==> config.mk <==
export PLATFORM = sky130hd
export DESIGN_NAME = serial_pattern_tx
export DESIGN_NICKNAME = d
export VERILOG_FILES = /design/src/rtl/serial_pattern_tx.sv
export SDC_FILE = /design/constraint.sdc
export NUM_CORES = 1
export LEC_CHECK = 0
export BUFFER_PORTS_ARGS = -buffer_cell sky130_fd_sc_hd__buf_2
export CAP_MARGIN = 5
export CORE_ASPECT_RATIO = 1.5
export CORE_MARGIN = 5
export CORE_UTILIZATION = 50
export CTS_CLUSTER_DIAMETER = 30
export DETAILED_ROUTE_END_ITERATION = 7
export GPL_TIMING_DRIVEN = 0
export PLACE_DENSITY = 0.77
export REMOVE_ABC_BUFFERS = 1
export SLEW_MARGIN = 10
export SYNTH_ARGS = -nofsm -noshare
export SYNTH_HDL_FRONTEND = slang
export SYNTH_SLANG_ARGS = --single-unit
==> constraint.sdc <==
create_clock -name clk_2 -period 4.8 [get_ports clk_2]
set_input_delay 0.96 -clock clk_2 [delete_from_list [all_inputs] [get_ports clk_2]]
set_output_delay 0.96 -clock clk_2 [all_outputs]
set_load 0.01 [all_outputs]
==> src/rtl/serial_pattern_tx.sv <==
// serial_pattern_tx: shifts an 8-bit switch pattern out one bit per clk_2, MSB- or LSB-first,
// single-shot or repeating, with LED status and a bits-remaining 7-segment digit.
module serial_pattern_tx #(
    parameter int NBITS_DATA = 8,
    parameter int NBITS_CNT  = 4
) (
    input  logic                  clk_2,
    input  logic                  reset,
    input  logic                  start,
    input  logic [NBITS_DATA-1:0] data_in,
    input  logic                  lsb_first,
    input  logic                  repeat_en,
    output logic                  bit_out,
    output logic                  busy,
    output logic                  done,
    output logic [NBITS_CNT-1:0]  bits_left,
    output logic [7:0]            seg
);
    typedef enum logic [1:0] {IDLE, SEND, DONE} state_t;
    localparam logic [NBITS_CNT-1:0] FULL = NBITS_CNT'(NBITS_DATA);
    state_t state, state_nxt;
    logic [NBITS_DATA-1:0] shreg, shreg_nxt, held, held_nxt;
    logic [NBITS_CNT-1:0] cnt_nxt;
    logic order, order_nxt, last;
    logic [3:0] nib;
    logic [6:0] hex;
    assign last = bits_left == NBITS_CNT'(1);
    always_ff @(posedge clk_2) begin
        if (reset) begin
            state     <= IDLE;
            shreg     <= '0;
            held      <= '0;
            order     <= 1'b0;
            bits_left <= '0;
        end else begin
            state     <= state_nxt;
            shreg     <= shreg_nxt;
            held      <= held_nxt;
            order     <= order_nxt;
            bits_left <= cnt_nxt;
        end
    end
    always_comb begin
        state_nxt = state;
        shreg_nxt = shreg;
        held_nxt  = held;
        order_nxt = order;
        cnt_nxt   = bits_left;
        unique case (state)
            IDLE: if (start) begin
                state_nxt = SEND;
                shreg_nxt = data_in;
                held_nxt  = data_in;
                order_nxt = lsb_first;
                cnt_nxt   = FULL;
            end
            SEND: if (!last) begin
                shreg_nxt = order ? shreg >> 1 : shreg << 1;
                cnt_nxt   = bits_left - NBITS_CNT'(1);
            end else if (repeat_en) begin
                // back-to-back reload from the held copy keeps the stream gapless
                shreg_nxt = held;
                cnt_nxt   = FULL;
            end else begin
                state_nxt = DONE;
                cnt_nxt   = '0;
            end
            DONE: state_nxt = start ? DONE : IDLE;
            default: state_nxt = IDLE;
        endcase
    end
    assign busy    = state == SEND;
    assign done    = state == DONE;
    assign bit_out = busy & (order ? shreg[0] : shreg[NBITS_DATA-1]);
    assign nib     = 4'(bits_left);
    always_comb begin
        hex = 7'h3F;
        case (nib)
            4'h0: hex = 7'h3F;
            4'h1: hex = 7'h06;
            4'h2: hex = 7'h5B;
            4'h3: hex = 7'h4F;
            4'h4: hex = 7'h66;
            4'h5: hex = 7'h6D;
            4'h6: hex = 7'h7D;
            4'h7: hex = 7'h07;
            4'h8: hex = 7'h7F;
            4'h9: hex = 7'h6F;
            4'hA: hex = 7'h77;
            4'hB: hex = 7'h7C;
            4'hC: hex = 7'h39;
            4'hD: hex = 7'h5E;
            4'hE: hex = 7'h79;
            default: hex = 7'h71;
        endcase
    end
    assign seg = {busy, hex};
endmodule

; ---- After elaboration in Yosys (flattened, before gate mapping)
; Memory sizes are Yosys's and may differ from the RTL's. A register that Yosys moved wholly into a read port is not among the register bits.
; Index checks and enable logic that the tools add are counted.
[word_totals]
ff_bits = 23
input_bits = 13
memories = 1
word_cells = 38
romBits = 112
output_inout_bits = 15
[mem_list]
columns = memory, depth, width, read_ports, rd_clocked_by_memory_dff, wr, line_no
row1 = (name not given), 16, 7, 1, 1, 0, 78  ; case (nib)
[classes]
n_mux = 17
eq_ne = 7
n_bitwise = 1
n_reduce_logical = 6
addsub = 1
[ops]
columns = cell, count
row1 = $mux 8, 4
row2 = $mux 4, 5
row3 = $pmux 8 s2, 1
row4 = $mux 2, 4
row5 = $pmux 4 s2, 1
row6 = $pmux 2 s3, 1
row7 = $reduce_and 3->1, 2
row8 = $eq 4x1->1 const B, 1
row9 = $ne 2x2->1 const B, 2
row10 = $reduce_and 2->1, 2
row11 = $sub 4x1->4 const B, 1
row12 = $ne 3x3->1 const B, 1
row13 = $eq 2x1->1 const B, 1
row14 = $eq 2x2->1 const B, 1
row15 = $logic_not 2->1, 1
row16 = $ne 2x1->1 const B, 1
row17 = $reduce_bool 2->1, 1
row18 = $and 1x1->1, 1
row19 = $mux 1, 1

; ---- Longest topological paths before layout
; Gate-level depths: netlist (run 1).
[depth]
ltp_word = 5
ltp_mapped = 10
mapped_depth_nobuf = 10

; ---- Worst setup path before layout (run 1)
; No wires, ideal clock.
[synth_timing]
kind = input -> register
start = in start
end = reg, netlist name hex[1]
path_stages = 8
required_time_ps = 4671
setup_time_ps = 129
path_slack_ps = 2350
n_path_buf = 0
arrival_time_ps = 2321
cell_sequence = o21bai_1 > a21oi_1 > or2_2 > inv_1 > ha_1 > inv_1 > nor3b_1 > nor3_1
[synth_between]
elab_chain_len = 4
[synth_lines]
columns = element, line_no
row1 = start: declaration, 9  ; input logic start,
row2 = $ne 2x2->1 (no source line), n/a
row3 = $reduce_and 2->1 (no source line), n/a
row4 = $mux 4 (no source line) (2 in a row), n/a
; Every way passes these cells.
; A chain may end at the register's enable or synchronous reset.

; ---- Worst setup path after layout (run 1)
[layout_timing]
start = in start
end = reg, netlist name hex[5]
[layout_between]
elab_chain_len = 4
[layout_lines]
columns = element
row1 = $ne 2x2->1 (no source line)
row2 = $reduce_and 2->1 (no source line)
row3 = $mux 4 (no source line) (2 in a row)
; Every way passes these cells.

==> results of run 1 <==
[area by class of cell]
class	instances	area, um^2	share of cell area, %
clock inverters	1	5.005	0.2745
inverters	9	33.78	1.853
clock buffers	7	86.33	4.736
well taps	40	50.05	2.745
multi-input cells	127	900.9	49.42
flip-flops and latches	30	600.6	32.94
repair buffers	28	146.4	8.030
[per-stage QoR]
stage                     worst slack (ns)  area [um^2]  total power [mW]  util, %  std cells
final                                2.063         1823            0.6317    58.28        242
after floorplan                      1.634         1530            0.3868        -        166
after CTS                            2.083         1823            0.6389    58.28        242
after detailed placement             1.791         1732            0.4315    55.36        234
after global routing                 1.874         1823            0.6720    58.28        242
after global placement              0.9122         1715            0.4279    54.84        233
[critical path, delay by kind of cell]
kind / cells / cell delay, ns
and+or+nand+nor: 3 / 0.67
buffers and inverters: 2 / 0.28
AOI/OAI and AO/OA: 2 / 0.98
[cells in the mapped netlist, types with 2 or more instances]
library cell               number  area [um^2]
sky130_fd_sc_hd__dfxtp_1       30        600.6
sky130_fd_sc_hd__nor2_1        29        108.9
sky130_fd_sc_hd__mux2i_1       21        210.2
sky130_fd_sc_hd__a211oi_1      13        97.59
sky130_fd_sc_hd__a21oi_1       13        65.06
sky130_fd_sc_hd__ha_1           9        112.6
sky130_fd_sc_hd__inv_1          8        30.03
sky130_fd_sc_hd__clkbuf_1       7        26.28
sky130_fd_sc_hd__nor3b_1        6        45.04
sky130_fd_sc_hd__a31oi_1        3        18.77
sky130_fd_sc_hd__nand2_1        3        11.26
sky130_fd_sc_hd__nor2b_1        3        18.77
sky130_fd_sc_hd__nor3_1         3        15.01
sky130_fd_sc_hd__and3_1         2        12.51
sky130_fd_sc_hd__and3b_1        2        17.52
sky130_fd_sc_hd__buf_2          2        10.01
sky130_fd_sc_hd__buf_4          2        15.01
sky130_fd_sc_hd__nand2b_1       2        12.51
sky130_fd_sc_hd__nand3_1        2        10.01
sky130_fd_sc_hd__o21ai_0        2        10.01
sky130_fd_sc_hd__or3_1          2        12.51
[cell usage in the layout (no fill, tap or decap), drive strengths merged, types with 3 or more instances in the layout]
cell type	synthesis	final
a211oi	13	13
a21oi	13	13
a31oi	4	4
buf	5	28
clkbuf	7	7
dfxtp	30	30
ha	9	9
inv	9	9
mux2i	21	21
nand2	3	3
nor2	30	30
nor2b	3	3
nor3	3	3
nor3b	6	6
[state kept, by name (all words and copies together), names as in the netlist]
register	cells
order	1
state	2
bits_left	4
shreg	8
hex	7
held	8
[cells by family after synthesis]
| family | Yosys count | share of synthesized area (%) |
|---|---|---|
| muxes | 22 | 13.90 |
| buffers and inverters | 21 | 6.049 |
| DFF | 30 | 37.71 |
| AOI/OAI and AO/OA | 36 | 15.40 |
| and+or+nand+nor | 60 | 19.87 |
| adders and majority gates | 9 | 7.070 |
[power by group through the flow]
stage               sequential (mW)  combinational, mW  clock, mW
floorplan                     0.299             0.0874          0
global placement              0.296              0.132          0
detailed placement            0.296              0.135          0
CTS                           0.291              0.136      0.212
global route                  0.295              0.152      0.225
finish                        0.291              0.135      0.206
[worst paths after layout]
path	slack, ns	endpoint	cells past startpoint
hold / removal	0.49	held[7]$_SDFFE_PP0P_	2
setup reg to reg	2.10	hex[5]$_DFF_P_	6
setup / recovery	2.06	hex[5]$_DFF_P_	7
hold reg to reg	0.49	held[7]$_SDFFE_PP0P_	2
[metal layers]
metal  global-route usage [%]  routed length [um]  share of wire [%]
met5                        0                   0                  0
met4                    4.988                  19               0.59
met3                    5.528                 169                5.2
met2                    28.22                1639                 51
met1                    18.20                1393                 43
==> results.rst, run 1 <==
.. list-table::
   :header-rows: 1

   * - Metric
     - Value
   * - Run status
     - finished, final reports clean
   * - Port buffer count
     - 27
   * - Power Dens Cells
     - 346.5 mW/mm^2
   * - Remaining routing DRC violations
     - 0
   * - CTS tree
     - done
   * - Post-CTS setup-driven buffer insertion count
     - 0
   * - Worst-skew pair later-pin latency
     - 0.27 ns
   * - Sequential element share of the synthesized area
     - 37.71%
   * - Crit-path slowest cell
     - sky130_fd_sc_hd__a21oi_1
   * - Arrival time of data at the critical path endpoint
     - 2.89 ns
   * - Largest clock skew in the final design
     - 0.005161 ns
   * - Number of flip-flops and latches in the synthesized netlist
     - 30
   * - Total gr overflow
     - 0
   * - Post-synth cell types
     - 35
   * - Routed vias
     - 1279
   * - Worst Path Class, Setup
     - input port to register
   * - Clock sink total
     - 30
   * - Achievable frequency
     - 365.4 MHz
   * - Worst EP required
     - 4.96 ns
   * - Slew margin rel.
     - 26.70%
   * - Share of total power in the clock network
     - 32.6%
   * - Logic pwr share
     - 21.4%
   * - Internal Dissipation
     - 0.4499 mW
   * - Average via count per standard cell
     - 5.285
   * - Detail-routed net length per standard cell
     - 13.31 um
   * - Final worst hold slack
     - 0.4917 ns
   * - Final weighted congestion in routability-driven placement
     - 0.8269
   * - Critical path launch point
     - start
   * - Largest net degree at the start of global routing
     - 26
   * - Final count of hold timing violations
     - 0
   * - Ordered cell list for the critical path
     - buf_2, nor3b_2, buf_6, a211o_1, a21oi_1, nor3b_1, nor3_1
   * - Gates resized, CTS repair
     - 0
   * - Count of flip-flops with a built-in enable after synthesis
     - 0
   * - Setup-violating endpoint count in the final report
     - 0
   * - Core Footprint
     - 0.003128 mm^2
   * - Length of the first detailed-routing pass in iterations
     - 4
   * - First-pass GRT wire length
     - 5651 um
   * - Final net count
     - 223
   * - Leakage component of the power
     - 0.7935 nW
   * - Hold buffer count at cts
     - 0
   * - RR Startpoint
     - state[1]$_SDFFE_PP0P_
   * - Share of cells above drive strength 1
     - 21.78%
   * - Max-slew violation count
     - 0
   * - Cell area after synthesis
     - 0.001593 mm^2
   * - Combined global-route utilization of all metal layers
     - 16.11%
   * - DPL Wire Length
     - 2330 um
   * - Clk pin slew, worst setup/hold paths
     - 0.06 ns
   * - Count of nets left with antenna violations after detail routing
     - 0
   * - Die span in x
     - 56.09 um
   * - Setup repair after global routing missed its margin
     - false
   * - Total negative setup slack
     - 0 ns
   * - Final min period
     - 2.737 ns
   * - Fill count
     - 299
   * - Net load switching power
     - 0.1817 mW
   * - Y dimension of the die
     - 79.13 um
   * - Per-instance average area after synthesis
     - 8.948 um^2
   * - Number of antenna violations at the first check in global routing
     - 0
   * - Root buffer selected by CTS
     - sky130_fd_sc_hd__clkbuf_8
   * - Crit share post-route
     - 57.02%
   * - Number of global-route vias before repair
     - 1222
   * - Max Fanout on Critical Path
     - 14
   * - Kind of start point of the critical path
     - input port
   * - Post-synth top flop
     - sky130_fd_sc_hd__dfxtp_1
   * - Share of total power in sequential cells
     - 46.0%
   * - Maximum VDD drop
     - 0.2992 mV
   * - Proportion of total power due to net switching
     - 28.77%
   * - Number of core rows
     - 25
   * - Share of flip-flops with an asynchronous set or reset
     - 0%
   * - Area of the die
     - 0.004438 mm^2
   * - Layout Area Growth over Synthesis
     - 14.45%
   * - I/O pin count
     - 28
   * - Maxcap violations
     - 0
   * - Peak per-stage delay on the critical path
     - 0.72 ns
   * - CTS Buf Count
     - 5
   * - Worst Hold Class
     - register to register
   * - Final WL
     - 3222 um
   * - Setup crit end kind
     - register
   * - Start point of the worst hold path
     - held[7]$_SDFFE_PP0P_
   * - Syn Inst Count
     - 178
   * - Pin slew with the least headroom to its limit
     - 1.100 ns
   * - Warnings from Yosys
     - 0
   * - Maximum number of buffers from clock root to sink
     - 2
   * - Deepest level of the CTS H-tree
     - 2
   * - Count of routing violations after the opening detailed-route iteration
     - 35
   * - Diodes inserted
     - 0
   * - Initial Util
     - 50.92%
No activity file was read; power rests on OpenSTA's default activity.
==> run 2, diff against run 1 <==
--- a/config.mk
+++ b/config.mk
@@ -9,11 +9,11 @@
 export CAP_MARGIN = 5
 export CORE_ASPECT_RATIO = 1.5
 export CORE_MARGIN = 5
-export CORE_UTILIZATION = 50
+export CORE_UTILIZATION = 49
 export CTS_CLUSTER_DIAMETER = 30
 export DETAILED_ROUTE_END_ITERATION = 7
 export GPL_TIMING_DRIVEN = 0
-export PLACE_DENSITY = 0.77
+export PLACE_DENSITY = 0.78
 export REMOVE_ABC_BUFFERS = 1
 export SLEW_MARGIN = 10
 export SYNTH_ARGS = -nofsm -noshare
==> constraint.sdc (replaced) <==
create_clock -name clk_2 -period 2.3 [get_ports clk_2]
set_input_delay 0.46 -clock clk_2 [delete_from_list [all_inputs] [get_ports clk_2]]
set_output_delay 0.46 -clock clk_2 [all_outputs]
set_load 0.01 [all_outputs]
==> run 2 against run 1 <==
  * Non-clock buffer count up 4
  * Combinational power up 130%
  * Total power up 110%
  * Worst hold slack worse by 0.059 ns
  * First-iteration DRC count down 20%
  * Setup slack worse by 1.9 ns
  * Routed wire length up 4.4%
==> results.rst, run 2 (same netlist as run 1, synthesis figures left out) <==
.. list-table::
   :header-rows: 1

   * - Metric
     - Value
   * - Initial Util
     - 50.42%
   * - Share of cells above drive strength 1
     - 26.70%
   * - Final count of hold timing violations
     - 0
   * - Worst Hold Class
     - input port to register
   * - Flop-to-flop setup slack
     - 0.13 ns
   * - Worst-skew pair later-pin latency
     - 0.28 ns
   * - Run status
     - finished, final reports clean
   * - Final WL
     - 3364 um
   * - DPL Wire Length
     - 2352 um
   * - Pin slew with the least headroom to its limit
     - 0.6612 ns
   * - Cell depth of the worst flop-to-flop path
     - 10
   * - Logic pwr share
     - 23.2%
   * - Fill count
     - 294
   * - Final net count
     - 227
   * - CTS tree
     - done
   * - End point of the critical path
     - hex[5]$_DFF_P_
   * - Most common cell after layout, fill and taps aside
     - sky130_fd_sc_hd__dfxtp_1
   * - Share of total power in the clock network
     - 31.8%
   * - First-pass GRT wire length
     - 5671 um
   * - Length of the first detailed-routing pass in iterations
     - 4
   * - Max Fanout on Critical Path
     - 7
   * - Largest clock skew in the final design
     - 0.003638 ns
   * - Critical path launch point
     - bits_left[0]$_SDFFE_PP0N_
   * - Share of total power in sequential cells
     - 45.0%
   * - Final total power
     - 1.353 mW
   * - Die span in x
     - 56.55 um
   * - Setup-violating endpoint count in the final report
     - 0
   * - Port buffer count
     - 27
   * - Combined global-route utilization of all metal layers
     - 15.66%
   * - Slew margin rel.
     - 55.92%
   * - Root buffer selected by CTS
     - sky130_fd_sc_hd__clkbuf_8
   * - Largest net degree at the start of global routing
     - 26
   * - Number of global-route vias before repair
     - 1304
   * - Crit share post-route
     - 94.26%
   * - Kind of start point of the critical path
     - register
   * - Placement Setup Slack
     - -0.3899 ns
   * - I/O pin count
     - 28
   * - CTS Buf Count
     - 5
   * - Number of antenna violations at the first check in global routing
     - 0
   * - Leakage component of the power
     - 0.8284 nW
   * - Reg2reg end
     - hex[5]$_DFF_P_
   * - Final min period
     - 2.168 ns
   * - Power Dens Cells
     - 708.3 mW/mm^2
   * - Average via count per standard cell
     - 5.423
   * - Worst-case setup margin in the final layout
     - 0.1321 ns
   * - Internal Dissipation
     - 0.9596 mW
   * - Final std cell area, no fill
     - 0.001911 mm^2
   * - Maximum VDD drop
     - 0.5167 mV
   * - Count of nets left with antenna violations after detail routing
     - 0
   * - Diodes inserted
     - 0
   * - Worst EP required
     - 2.45 ns
   * - Area of the die
     - 0.004514 mm^2
   * - Maximum number of buffers from clock root to sink
     - 2
   * - Remaining routing DRC violations
     - 0
   * - Count of routing violations after the opening detailed-route iteration
     - 28
   * - Start point of the worst hold path
     - lsb_first
   * - Cell area reported after detailed placement
     - 0.001732 mm^2
   * - Proportion of total power due to net switching
     - 29.09%
   * - Achievable frequency
     - 461.3 MHz
   * - Setup repair after global routing missed its margin
     - true
   * - Arrival time of data at the critical path endpoint
     - 2.32 ns
   * - Hold buffer count at cts
     - 0
   * - Net load switching power
     - 0.3936 mW
   * - Setup crit end kind
     - register
   * - Total gr overflow
     - 0
   * - Clock sink total
     - 30
   * - Maxcap violations
     - 0
   * - Most frequent cells in the layout
     - sky130_fd_sc_hd__dfxtp_1 (30), sky130_fd_sc_hd__nor2_1 (29), sky130_fd_sc_hd__buf_2 (27)
   * - Layout Area Growth over Synthesis
     - 19.95%
   * - Final worst hold slack
     - 0.4323 ns
   * - Y dimension of the die
     - 79.83 um
   * - Deepest level of the CTS H-tree
     - 2
   * - Number of core rows
     - 25
   * - RR Startpoint
     - bits_left[0]$_SDFFE_PP0N_
   * - Routed vias
     - 1334
   * - Worst Path Class, Setup
     - register to register
   * - Max-slew violation count
     - 0
   * - Final weighted congestion in routability-driven placement
     - 0.7324
   * - Core Footprint
     - 0.003159 mm^2
   * - Clk pin slew, worst setup/hold paths
     - 0.06 ns
   * - Detail-routed net length per standard cell
     - 13.67 um
==> run 2: cell types whose count changed in the layout (fill, tap and decap cells not counted) <==
cell,previous run,this run
sky130_fd_sc_hd__buf_12,0,1
sky130_fd_sc_hd__or3b_4,0,1
sky130_fd_sc_hd__a21oi_4,0,2
sky130_fd_sc_hd__buf_4,0,3
sky130_fd_sc_hd__a21oi_2,0,1
sky130_fd_sc_hd__a21oi_1,13,10
sky130_fd_sc_hd__nor3b_1,5,3
sky130_fd_sc_hd__nand2b_1,2,1
sky130_fd_sc_hd__or3b_2,1,0
sky130_fd_sc_hd__nand2b_2,0,1
sky130_fd_sc_hd__nor3b_2,1,3
sky130_fd_sc_hd__o21bai_2,0,1
sky130_fd_sc_hd__o21bai_1,1,0
==> run 2: layout make-up <==
cell class | count | area, um^2 | share of cell area [%]
Timing Repair Buffer | 32 | 188.9 | 9.889
Inverter | 9 | 33.78 | 1.768
Sequential cell | 30 | 600.6 | 31.43
Clock buffer | 7 | 86.33 | 4.519
Clock inverter | 1 | 5.005 | 0.2620
Multi-Input combinational cell | 127 | 945.9 | 49.51
Tap cell | 40 | 50.05 | 2.620
==> run 2: what timing repair did <==
item / 4_1_cts / 5_1_grt
endpoints found under the hold margin: 0 / 0
setup buffers: 0 / 4
endpoints found under the setup margin: 17 / 5
resized for setup: 6 / 4
pin swaps: 0 / 1
==> run 2: critical path, stage by stage, from the launching register on <==
cell	delay (ns)
sky130_fd_sc_hd__dfxtp_1	0.40
sky130_fd_sc_hd__inv_1	0.08
sky130_fd_sc_hd__ha_1	0.29
sky130_fd_sc_hd__nor2_1	0.10
sky130_fd_sc_hd__a21oi_1	0.05
sky130_fd_sc_hd__or2_2	0.36
sky130_fd_sc_hd__inv_1	0.14
sky130_fd_sc_hd__ha_1	0.15
sky130_fd_sc_hd__inv_1	0.07
sky130_fd_sc_hd__nor3b_1	0.29
sky130_fd_sc_hd__nor3_1	0.11
==> run 2: how the worst min path moves through the flow <==
stage / endpoint / cells past startpoint
after detailed placement: held[1]$_SDFFE_PP0P_ / 2
after floorplan: held[0]$_SDFFE_PP0P_ / 2
after global routing: held[3]$_SDFFE_PP0P_ / 3
after global placement: held[0]$_SDFFE_PP0P_ / 2
after CTS: order$_SDFFE_PP0P_ / 3
final: order$_SDFFE_PP0P_ / 3
==> run 2: power groups by stage <==
stage / Clock (mW) / Combinational, mW / Sequential [mW]
floorplan: 0 / 0.182 / 0.625
global placement: 0 / 0.275 / 0.616
detailed placement: 0 / 0.283 / 0.618
CTS: 0.439 / 0.289 / 0.609
global route: 0.465 / 0.349 / 0.618
finish: 0.430 / 0.314 / 0.609
==> run 2: layer usage <==
| layer | wire [um] | track usage, % | share of wire (%) | vias to the layer above |
|---|---|---|---|---|
| met2 | 1632 | 26.85 | 49 | 29 |
| li1 | - | - | - | 676 |
| met1 | 1491 | 17.75 | 44 | 622 |
| met3 | 180 | 5.178 | 5.4 | 7 |
| met4 | 59 | 5.938 | 1.8 | 0 |
| met5 | 0 | 0 | 0 | - |
==> run 2: stage by stage <==
stage	cells	TNS (ns)	util (%)
2_1_floorplan	166	-1.908	-
3_3_place_gp	233	-11.37	54.30
3_5_place_dp	234	-3.306	54.81
4_1_cts	242	0	58.38
5_1_grt	246	-0.03458	60.48
6_report	246	0	60.48
